**src/rtl/data_sram_req_gen_if.sv**
```systemverilog
// Data-SRAM-like bus between the load/store request generator (master) and memory (slave).
interface data_sram_req_gen_if;
    logic        req;
    logic        wr;
    logic [1:0]  size;
    logic [31:0] addr;
    logic [3:0]  wstrb;
    logic [31:0] wdata;
    logic        addr_ok;
    logic        data_ok;
    logic [31:0] rdata;

    modport master (
        output req,
        output wr,
        output size,
        output addr,
        output wstrb,
        output wdata,
        input  addr_ok,
        input  data_ok,
        input  rdata
    );

    modport slave (
        input  req,
        input  wr,
        input  size,
        input  addr,
        input  wstrb,
        input  wdata,
        output addr_ok,
        output data_ok,
        output rdata
    );
endinterface

```
**src/rtl/data_sram_req_gen.sv**
```systemverilog
// Data-SRAM initiator: holds one request until addr_ok, builds store strobes/lanes,
// counts outstanding transactions and drops responses of flushed operations.
module data_sram_req_gen #(
    parameter int  MAX_OUTSTANDING = 2,
    localparam int CW = $clog2(MAX_OUTSTANDING + 1)
) (
    input  logic                 clk,
    input  logic                 reset,
    input  logic                 flush,
    input  logic                 op_valid,
    output logic                 op_ready,
    input  logic                 op_store,
    input  logic [1:0]           op_size,
    input  logic [31:0]          op_addr,
    input  logic [31:0]          op_wdata,
    data_sram_req_gen_if.master  data_sram,
    output logic                 resp_valid,
    output logic [31:0]          resp_rdata,
    output logic                 resp_ale,
    output logic [CW-1:0]        dbg_outstanding,
    output logic [CW-1:0]        dbg_discard
);

    localparam logic [CW-1:0] MAX_CNT = CW'(MAX_OUTSTANDING);
    localparam logic [CW-1:0] ONE     = CW'(1);

    // Handshakes: an op transfers when op_valid & op_ready; a bus request transfers
    // when req & addr_ok, with req and all its fields held stable until then;
    // data_ok is one in-order response and resp_valid has no backpressure.

    logic          req_pending;
    logic          req_wr;
    logic [1:0]    req_size;
    logic [31:0]   req_addr;
    logic [3:0]    req_wstrb;
    logic [31:0]   req_wdata;
    logic          ale_pending;
    logic [CW-1:0] outstanding;
    logic [CW-1:0] discard;

    logic          op_misaligned;
    logic [3:0]    op_wstrb;
    logic [31:0]   op_lane_data;
    logic          op_fire;
    logic          addr_hs;
    logic          rsp_hs;
    logic [CW-1:0] outstanding_next;
    logic [CW-1:0] discard_next;

    always_comb begin
        op_misaligned = 1'b0;
        case (op_size)
            2'd0:    op_misaligned = 1'b0;
            2'd1:    op_misaligned = op_addr[0];
            default: op_misaligned = |op_addr[1:0];
        endcase
    end

    // Size 3 is illegal and behaves as a word access.
    always_comb begin
        op_wstrb     = 4'b0000;
        op_lane_data = 32'h0;
        if (op_store) begin
            case (op_size)
                2'd0: begin
                    op_wstrb     = 4'b0001 << op_addr[1:0];
                    op_lane_data = {4{op_wdata[7:0]}};
                end
                2'd1: begin
                    op_wstrb     = 4'b0011 << op_addr[1:0];
                    op_lane_data = {2{op_wdata[15:0]}};
                end
                default: begin
                    op_wstrb     = 4'b1111;
                    op_lane_data = op_wdata;
                end
            endcase
        end
    end

    // A misaligned op answers immediately, so it must wait until no bus response
    // (live or discarded) is still due, keeping responses in order.
    always_comb begin
        op_ready = ~req_pending & ~ale_pending & (outstanding < MAX_CNT) & ~flush;
        if (op_misaligned && (outstanding != '0 || discard != '0)) begin
            op_ready = 1'b0;
        end
    end

    assign op_fire = op_valid & op_ready;
    assign addr_hs = req_pending & data_sram.addr_ok;
    assign rsp_hs  = data_sram.data_ok & (outstanding != '0);

    always_comb begin
        outstanding_next = outstanding;
        if (addr_hs && !rsp_hs) begin
            outstanding_next = outstanding + ONE;
        end else if (!addr_hs && rsp_hs) begin
            outstanding_next = outstanding - ONE;
        end
    end

    // On flush every transaction still owed a response is discarded, including a
    // pending request that has not been accepted yet (it is never withdrawn).
    always_comb begin
        discard_next = discard;
        if (flush) begin
            discard_next = outstanding_next + CW'(req_pending & ~data_sram.addr_ok);
        end else if (rsp_hs && discard != '0) begin
            discard_next = discard - ONE;
        end
    end

    always_ff @(posedge clk) begin
        if (reset) begin
            req_pending <= 1'b0;
            req_wr      <= 1'b0;
            req_size    <= 2'd0;
            req_addr    <= 32'h0;
            req_wstrb   <= 4'b0000;
            req_wdata   <= 32'h0;
            ale_pending <= 1'b0;
            outstanding <= '0;
            discard     <= '0;
        end else begin
            outstanding <= outstanding_next;
            discard     <= discard_next;
            ale_pending <= op_fire & op_misaligned & ~flush;
            if (addr_hs) begin
                req_pending <= 1'b0;
                req_wr      <= 1'b0;
                req_size    <= 2'd0;
                req_addr    <= 32'h0;
                req_wstrb   <= 4'b0000;
                req_wdata   <= 32'h0;
            end else if (op_fire && !op_misaligned) begin
                req_pending <= 1'b1;
                req_wr      <= op_store;
                req_size    <= op_size;
                req_addr    <= op_addr;
                req_wstrb   <= op_wstrb;
                req_wdata   <= op_lane_data;
            end
        end
    end

    assign data_sram.req   = req_pending;
    assign data_sram.wr    = req_wr;
    assign data_sram.size  = req_size;
    assign data_sram.addr  = req_addr;
    assign data_sram.wstrb = req_wstrb;
    assign data_sram.wdata = req_wdata;

    assign resp_valid      = (data_sram.data_ok & (discard == '0)) | ale_pending;
    assign resp_ale        = ale_pending;
    assign resp_rdata      = data_sram.rdata;

    assign dbg_outstanding = outstanding;
    assign dbg_discard     = discard;

endmodule

```
**src/flat_wrapper.sv**
```systemverilog
// flat-port wrapper written by rule: the top's interface ports become plain ports
module data_sram_req_gen_flat 
#(
    parameter int  MAX_OUTSTANDING = 2,
    localparam int CW = $clog2(MAX_OUTSTANDING + 1)
)
  (clk, reset, flush, op_valid, op_ready, op_store, op_size, op_addr, op_wdata, resp_valid, resp_rdata, resp_ale, dbg_outstanding, dbg_discard, data_sram_req, data_sram_wr, data_sram_size, data_sram_addr, data_sram_wstrb, data_sram_wdata, data_sram_addr_ok, data_sram_data_ok, data_sram_rdata);
  data_sram_req_gen_if data_sram_i ();
  input  logic clk;
  input  logic reset;
  input  logic flush;
  input  logic op_valid;
  output logic op_ready;
  input  logic op_store;
  input  logic [1:0] op_size;
  input  logic [31:0] op_addr;
  input  logic [31:0] op_wdata;
  output logic resp_valid;
  output logic [31:0] resp_rdata;
  output logic resp_ale;
  output logic [CW-1:0] dbg_outstanding;
  output logic [CW-1:0] dbg_discard;
  output wire logic [$bits(data_sram_i.req)-1:0] data_sram_req;
  output wire logic [$bits(data_sram_i.wr)-1:0] data_sram_wr;
  output wire logic [$bits(data_sram_i.size)-1:0] data_sram_size;
  output wire logic [$bits(data_sram_i.addr)-1:0] data_sram_addr;
  output wire logic [$bits(data_sram_i.wstrb)-1:0] data_sram_wstrb;
  output wire logic [$bits(data_sram_i.wdata)-1:0] data_sram_wdata;
  input wire logic [$bits(data_sram_i.addr_ok)-1:0] data_sram_addr_ok;
  input wire logic [$bits(data_sram_i.data_ok)-1:0] data_sram_data_ok;
  input wire logic [$bits(data_sram_i.rdata)-1:0] data_sram_rdata;
  assign data_sram_req = data_sram_i.req;
  assign data_sram_wr = data_sram_i.wr;
  assign data_sram_size = data_sram_i.size;
  assign data_sram_addr = data_sram_i.addr;
  assign data_sram_wstrb = data_sram_i.wstrb;
  assign data_sram_wdata = data_sram_i.wdata;
  assign data_sram_i.addr_ok = data_sram_addr_ok;
  assign data_sram_i.data_ok = data_sram_data_ok;
  assign data_sram_i.rdata = data_sram_rdata;
  data_sram_req_gen #(.MAX_OUTSTANDING(MAX_OUTSTANDING)) u_core (.clk(clk), .reset(reset), .flush(flush), .op_valid(op_valid), .op_ready(op_ready), .op_store(op_store), .op_size(op_size), .op_addr(op_addr), .op_wdata(op_wdata), .data_sram(data_sram_i), .resp_valid(resp_valid), .resp_rdata(resp_rdata), .resp_ale(resp_ale), .dbg_outstanding(dbg_outstanding), .dbg_discard(dbg_discard));
endmodule
```
**config.mk**
```make
export PLATFORM = sky130hd
export DESIGN_NAME = data_sram_req_gen_flat
export DESIGN_NICKNAME = d
export VERILOG_FILES = /design/src/rtl/data_sram_req_gen_if.sv /design/src/rtl/data_sram_req_gen.sv /design/src/flat_wrapper.sv
export SDC_FILE = /design/constraint.sdc
export NUM_CORES = 1
export LEC_CHECK = 0
export ABC_AREA = 1
export ABC_CLOCK_PERIOD_IN_PS = 1550
export CAP_MARGIN = 20
export CORE_ASPECT_RATIO = 2
export CORE_UTILIZATION = 34
export CTS_CLUSTER_SIZE = 8
export DETAILED_ROUTE_END_ITERATION = 16
export GPL_ROUTABILITY_DRIVEN = 0
export PLACE_DENSITY = 0.77
export SLEW_MARGIN = 0
export SYNTH_ARGS = -nofsm -noshare
export SYNTH_HDL_FRONTEND = slang
export SYNTH_SLANG_ARGS = --single-unit
```
**constraint.sdc**
```tcl
create_clock -name clk -period 1.55 [get_ports clk]
set_input_delay 0.2325 -clock clk [delete_from_list [all_inputs] [get_ports clk]]
set_output_delay 0.2325 -clock clk [all_outputs]
set_load 0.05 [all_outputs]
```
---- After elaboration in Yosys (flattened, before gate mapping) ----
Cells that the tools add are included.
storage, ports and cells
  flip-flop bits (word level) ............. 77
  bits of input ports ..................... 105
  output and inout bits ................... 111
  logic and storage cells ................. 58
operators by class
  add/subtract/negate cells ............... 4
  order comparisons ....................... 1
  equality and inequality tests ........... 1
  shift operators ......................... 2
  muxes and demuxes ....................... 10
  bitwise operators ....................... 15
  reduce and logical (&&, ||, !) cells .... 16
operators with widths
  kind                                              count
  case mux 32 bit (2 select lines)                  1
  2-to-1 mux 32 bit                                 1
  AND 1 bit                                         9
  2-to-1 mux 2 bit                                  4
  case mux 4 bit (2 select lines)                   1
  nonzero test 2 bit                                3
  logical AND 1 bit                                 5
  logical NOT 2 bit                                 2
  2-to-1 mux 4 bit                                  1
  OR reduction 2 bit                                2
  left shift 1 x 2 -> 4 bit, first input constant   1
  left shift 2 x 2 -> 4 bit, first input constant   1
  subtractor 2 x 1 -> 2 bit, second input constant  2
  logical NOT 1 bit                                 3
  NOT 1 bit                                         3
  adder 2 x 1 -> 2 bit, second input constant       1
  adder 2 bit                                       1
  AND 1 x 2 -> 2 bit                                1
  == test 2 x 1 -> 1 bit, second input constant     1
  < comparator 2 bit, second input constant         1
  NOT 1 -> 2 bit                                    1
  case mux 1 bit (2 select lines)                   1
  logical OR 1 bit                                  1
  2-to-1 mux 1 bit                                  1
  bitwise OR 1 bit                                  1

---- Longest topological paths before layout ----
  depth in word-level cells ............... 8
  depth in mapped cells ................... 14
  depth with buffers taken out ............ 14

---- Worst setup path before layout ----
Ideal clock, no wire load.
  kind .................................... reg2reg
  start point ............................. register u_core.outstanding[1], in the netlist u_core.dbg_outstanding[1]
  end point ............................... register u_core.discard[0], in the netlist u_core.dbg_discard[0]
  library setup time ...................... 0.120 ns
  arrival ................................. 1.917 ns
  required time ........................... 1.430 ns
  setup slack ............................. -0.487 ns
  cell stages (with the launch flop) ...... 12
  buffers on the path ..................... 0
  period minus slack after synthesis ...... 2.037 ns
  cells stage by stage .................... dfxtp_1 > inv_1 > ha_1 > inv_1 > nand2_1 > nor2_1 > inv_1 > nand2_1 > xor2_1 > ha_1 > o21ai_0 > a21oi_1
on the way
  longest elaborated chain between the ends .. 7
  elaborated cells between the ends (all ways) .. 11
  those cells by class .................... add/sub: 1; mux: 3; bitwise: 1; reduce/logical: 6
ends and longest elaborated chain
  item                                                           RTL line                                          RTL
  start: declaration                                             data_sram_req_gen.sv:38                           logic [CW-1:0] outstanding;
  start signal: assignment                                       data_sram_req_gen.sv:126                          outstanding <= outstanding_next;
  nonzero test 2 bit (*)                                         data_sram_req_gen.sv:92                           assign rsp_hs = data_sram.data_ok & (outstanding != '0);
  AND 1 bit (*)                                                  data_sram_req_gen.sv:92
  logical AND 1 bit / logical NOT 1 bit (equally long branches)  data_sram_req_gen.sv:98, data_sram_req_gen.sv:96
  2-to-1 mux 2 bit / logical AND 1 bit (equally long branches)   data_sram_req_gen.sv:98, data_sram_req_gen.sv:96
  2-to-1 mux 2 bit (*)                                           data_sram_req_gen.sv:96                           if (addr_hs && !rsp_hs) begin
  named net u_core.outstanding_next[0]                           data_sram_req_gen.sv:47                           logic [CW-1:0] outstanding_next;
  adder 2 bit (*)                                                data_sram_req_gen.sv:108                          discard_next = outstanding_next + CW'(req_pending & ~data_sram.addr_ok);
  2-to-1 mux 2 bit (*)                                           data_sram_req_gen.sv:107                          if (flush) begin
  end signal: assignment                                         data_sram_req_gen.sv:127                          discard <= discard_next;
  end: declaration                                               data_sram_req_gen.sv:39                           logic [CW-1:0] discard;
Mark *: on every way through the listed nets, which the timed path passes. The rest lies on a longest branch.
A chain may end at the register's enable or synchronous reset.

---- Worst setup path after layout ----
  start point ............................. register u_core.outstanding[1], in the netlist u_core.dbg_outstanding[1]
  end point ............................... output op_ready
on the way
  longest elaborated chain between the ends .. 4
  elaborated cells between the ends (all ways) .. 7
  those cells by class .................... order compare: 1; mux: 1; bitwise: 2; reduce/logical: 3
ends and longest elaborated chain
  item                                                             RTL line                                          RTL
  < comparator 2 bit / nonzero test 2 bit (equally long branches)  data_sram_req_gen.sv:84, data_sram_req_gen.sv:85
  AND 1 bit / logical OR 1 bit (equally long branches)             data_sram_req_gen.sv:84, data_sram_req_gen.sv:85
  AND 1 bit / logical AND 1 bit (equally long branches)            data_sram_req_gen.sv:84, data_sram_req_gen.sv:85
  2-to-1 mux 1 bit (*)                                             data_sram_req_gen.sv:85                           if (op_misaligned && (outstanding != '0 || discard != '0)) begin
  end: declaration                                                 flat_wrapper.sv:13                                output logic op_ready;
Every way passes the cells marked *; elsewhere a longest branch is shown, timed or not.

==> metrics.log <==
INFO  metric rows = 53
INFO  metric vdd_ir_drop_max = 0.719 mV
INFO  metric layout_cells_sized_above_1 = about 40%
INFO  metric power_frac_clock = 30.3%
INFO  metric die_area = approximately 11000 um^2
INFO  metric slew-limit-headroom = 55.7%
INFO  metric netSwitchingPower = ~2.4 mW
INFO  metric yosysUniqueCellTypes = 26
INFO  metric power_frac_seq = around a third
INFO  metric yosys_reg_bits = 77
INFO  metric vias_in_the_first_global_route = 3873
INFO  metric start_kind = flop
INFO  metric slowest_stage = dfxtp_4
INFO  metric synth.net_count = about 630
INFO  metric reg2reg_depth = 12
INFO  metric post_layout_total_power = around 7.0 mW
INFO  metric detailroute.wirelength.met2 = approximately 7000 um
INFO  metric postRouteAntennaNets = 0
INFO  metric yosys.area.top_type = dfxtp_1
INFO  metric power.share.switching = 34.1%
INFO  metric tritoncts = done
INFO  metric htree_levels = 3
INFO  metric clock_tree.root_cell = clkbuf_16
INFO  metric holdPathEnd = u_core.data_sram.addr[0]
INFO  metric synth-warning-count = 0
INFO  metric clock.fmax = around 570 MHz
INFO  metric cp_cell_sequence = inv_4 > ha_4 > buf_6 > nand2_4 > nand2_4 > buf_12 > and2_4 > buf_12
INFO  metric report.final.slew_viol_count = 0
INFO  metric floorplan.die.width = around 75 um
INFO  metric boundaryPins = 216
INFO  metric timing.critical_path.required = ~1300 ps
INFO  metric cellPowerDensity = approximately 1100 nW/um^2
INFO  metric grt-ovfl-total = 0
INFO  metric rr_endpoint = u_core.data_sram.addr[24]
INFO  metric detailed_place_hpwl = ~9000 um
INFO  metric critical_path_peak_fanout = 2
INFO  metric routedLengthMet1 = roughly 4500 um
INFO  metric setup.reg_to_reg.worst_slack = -180 ps
INFO  metric finalCriticalPeriod = roughly 1700 ps
INFO  metric end_kind = primary output
INFO  metric drt-pass1-iter-count = 4
INFO  metric setup_viol = 76
INFO  metric final.setup_skew = between 8 and 9 ps
INFO  metric worst_case_clock_buffer_depth = 2
INFO  metric grt_start_max_net_pins = between 40 and 50
INFO  metric run_status = complete, but fails checks
INFO  metric grt_first_pass_wirelength = between 15000 and 20000 um
INFO  metric nNetsFinal = between 700 and 800
INFO  metric synth.avg_cell_area = between 7 and 8 um^2
INFO  metric drc_errors = 0
INFO  metric cellLeakagePower = about 2.6 nW
INFO  metric cts.sink_count = 77
INFO  metric number_of_vias_after_detailed_routing = 4061
INFO  metric portBuffers = ~150
INFO  metric grt_setup_unrepaired = yes
INFO  metric cpPeakStageDelay = about 360 ps
INFO  metric ys_top_cells_by_area = dfxtp_1 42%, nand2_1 19%, a21oi_1 12%, buf_4 6.6%, inv_1 3.3%
INFO  metric worstHoldPathCells = 4
INFO  metric timing.rr.start = u_core.dbg_outstanding[1]
INFO  metric power_report.internal_total = around 4.6 mW
INFO  metric most_frequent_standard_cell_in_the_layout_excluding_fill_and_tap_cells = nand2_1
INFO  metric wl_met3 = between 600 and 700 um
INFO  metric wl_per_cell = 15.7 um
INFO  metric hold_path.startpoint = op_addr[0]
INFO  metric timing.hold.ws = ~380 ps
INFO  metric initial_utilization = 34.9%
INFO  metric hold_path_class = in2reg
INFO  metric placeable_core_region = approximately 10000 um^2
INFO  metric worst_pin_slew = 661 ps
INFO  metric average_via_count_per_standard_cell = slightly below 5
INFO  metric finalHoldViolations = 0
INFO  metric post-synth-top-area-fraction = 42.2%
INFO  metric share_comb_of_total_power = around two fifths
INFO  metric synthCells = approximately 520
INFO  metric detail_route.wirelength = approximately 13000 um
INFO  metric worst_skew_pair.late_latency = 330 ps
INFO  metric clock_buffer_count_from_cts = 9
INFO  metric failing_checks = negative setup slack
INFO  metric gr_util_all_layers = about 22%
INFO  metric synth.yosys.seq_area_share = ~42%
INFO  metric routed.top_layer = met4
INFO  metric clk_transition_reported_paths = about 60 ps
INFO  metric antenna_violations_before_repair = 1
INFO  metric worstPathArrival = roughly 1500 ps
INFO  metric timing.max_cap.violations = 0
INFO  metric initialDrtViolationCount = around 160
INFO  metric finalCritPeriodShare = 112%
INFO  metric syn-cell-area = ~3700 um^2
INFO  metric criticalPathCategory = reg2out
INFO  metric die_height = between 100 and 150 um
INFO  metric dp_slack = -489 ps
INFO  metric flow.area_growth_from_synthesis = 72.5%
INFO  metric layout_common_cells = 142 x nand2_1, 107 x buf_4, 72 x dfxtp_1
INFO  metric setup_ws = -193 ps
-- cells by family (layout without fill, tap and decap cells) --
kind of cell | after synthesis | count (layout) | share of synthesized area (%)
simple gates | 235 | 235 | 26.0
compound gates | 108 | 108 | 15.3
buf+inv | 96 | 261 | 15.0
flops | 77 | 77 | 42.2
fa+ha+maj | 3 | 3 | 1.03
xor+xnor | 2 | 2 | 0.480
other cells | 0 | 1 | 0
-- sequential cells by signal (all words and copies together), names as in the netlist --
signal	count
u_core.resp_ale	1
u_core.dbg_outstanding	2
u_core.data_sram.wstrb	4
u_core.data_sram.req	1
u_core.data_sram.wdata	32
u_core.data_sram.size	2
u_core.data_sram.addr	32
u_core.dbg_discard	2
u_core.data_sram.wr	1
-- power by group through the flow --
stage          combinational [mW]  clock (mW)  sequential, mW
2_1_floorplan               0.976           0            2.67
3_3_place_gp                 2.03           0            2.23
3_5_place_dp                 2.09           0            2.24
4_1_cts                      2.48        2.18            2.20
5_1_grt                      2.83        2.25            2.23
6_report                     2.68        2.13            2.22
-- timing repair --
| action | 4_1_cts | 5_1_grt |
|---|---|---|
| endpoints found under the setup margin | 76 | 76 |
| cloned | 4 | 6 |
| gates resized for setup | 67 | 87 |
| hold buffers | 0 | 0 |
| setup buffers | 13 | 2 |
| pin swaps | 28 | 25 |
-- routing by layer --
| metal | global-route usage [%] | vias to the layer above |
|---|---|---|
| met1 | 21.9 | 1895 |
| li1 | - | 1940 |
| met2 | 37.8 | 165 |
| met3 | 4.00 | 61 |
| met5 | 0 | - |
| met4 | 17.2 | 0 |
-- metrics by stage --
stage	util (%)	cell area (um^2)	setup TNS (ps)	cells
3_5_place_dp	49.4	5170	-32360	785
4_1_cts	56.4	5910	-11650	818
5_1_grt	60.2	6300	-14790	824
3_3_place_gp	49.4	5170	-25950	785
6_report	60.2	6300	-9680	824
2_1_floorplan	-	3680	-177	521
-- cell usage after synthesis --
library cell and number:
ha_1 3, nor3_1 2, buf_4 32, a21o_1 1, a21oi_1 85, nand4_2 1
nand3_1 5, dfxtp_1 77, inv_2 4, buf_2 11, inv_1 32, buf_1 1
clkbuf_1 9, nor2_8 1, xor2_1 2, nor4_1 1, buf_6 7, nor2_1 26
nand2_1 188, o21ai_0 14, o211ai_1 7, nand2_2 2, or2_2 7, nand3_2 1
o21ai_1 1, and2_1 1
-- area by class of cell --
type	instances	area [um^2]
fillers	930	4170
clock buffers	11	243
inverters	36	138
flip-flops and latches	77	1550
well taps	137	171
diodes	1	2.50
clock inverters	5	58.8
repair buffers	209	2080
multi-input cells	348	2060
-- worst max path at each step --
| stage | startpoint | end | slack, ps |
|---|---|---|---|
| after floorplan | u_core.dbg_outstanding[0] | u_core.dbg_discard[0] | -90 |
| after global placement | op_size[1] | u_core.data_sram.wdata[6] | -380 |
| after detailed placement | op_size[1] | u_core.data_sram.wdata[21] | -490 |
| after CTS | u_core.dbg_outstanding[1] | op_ready | -210 |
| after global routing | u_core.dbg_outstanding[1] | u_core.data_sram.addr[24] | -240 |
| final | u_core.dbg_outstanding[1] | op_ready | -190 |
-- critical path: cells and delay by family, from the launching register on --
family,cells,cell delay (ps)
adders and majority gates,1,150
buffers and inverters,4,410
DFF,1,360
and+or+nand+nor,3,240
No activity file was read; power rests on OpenSTA's default activity.
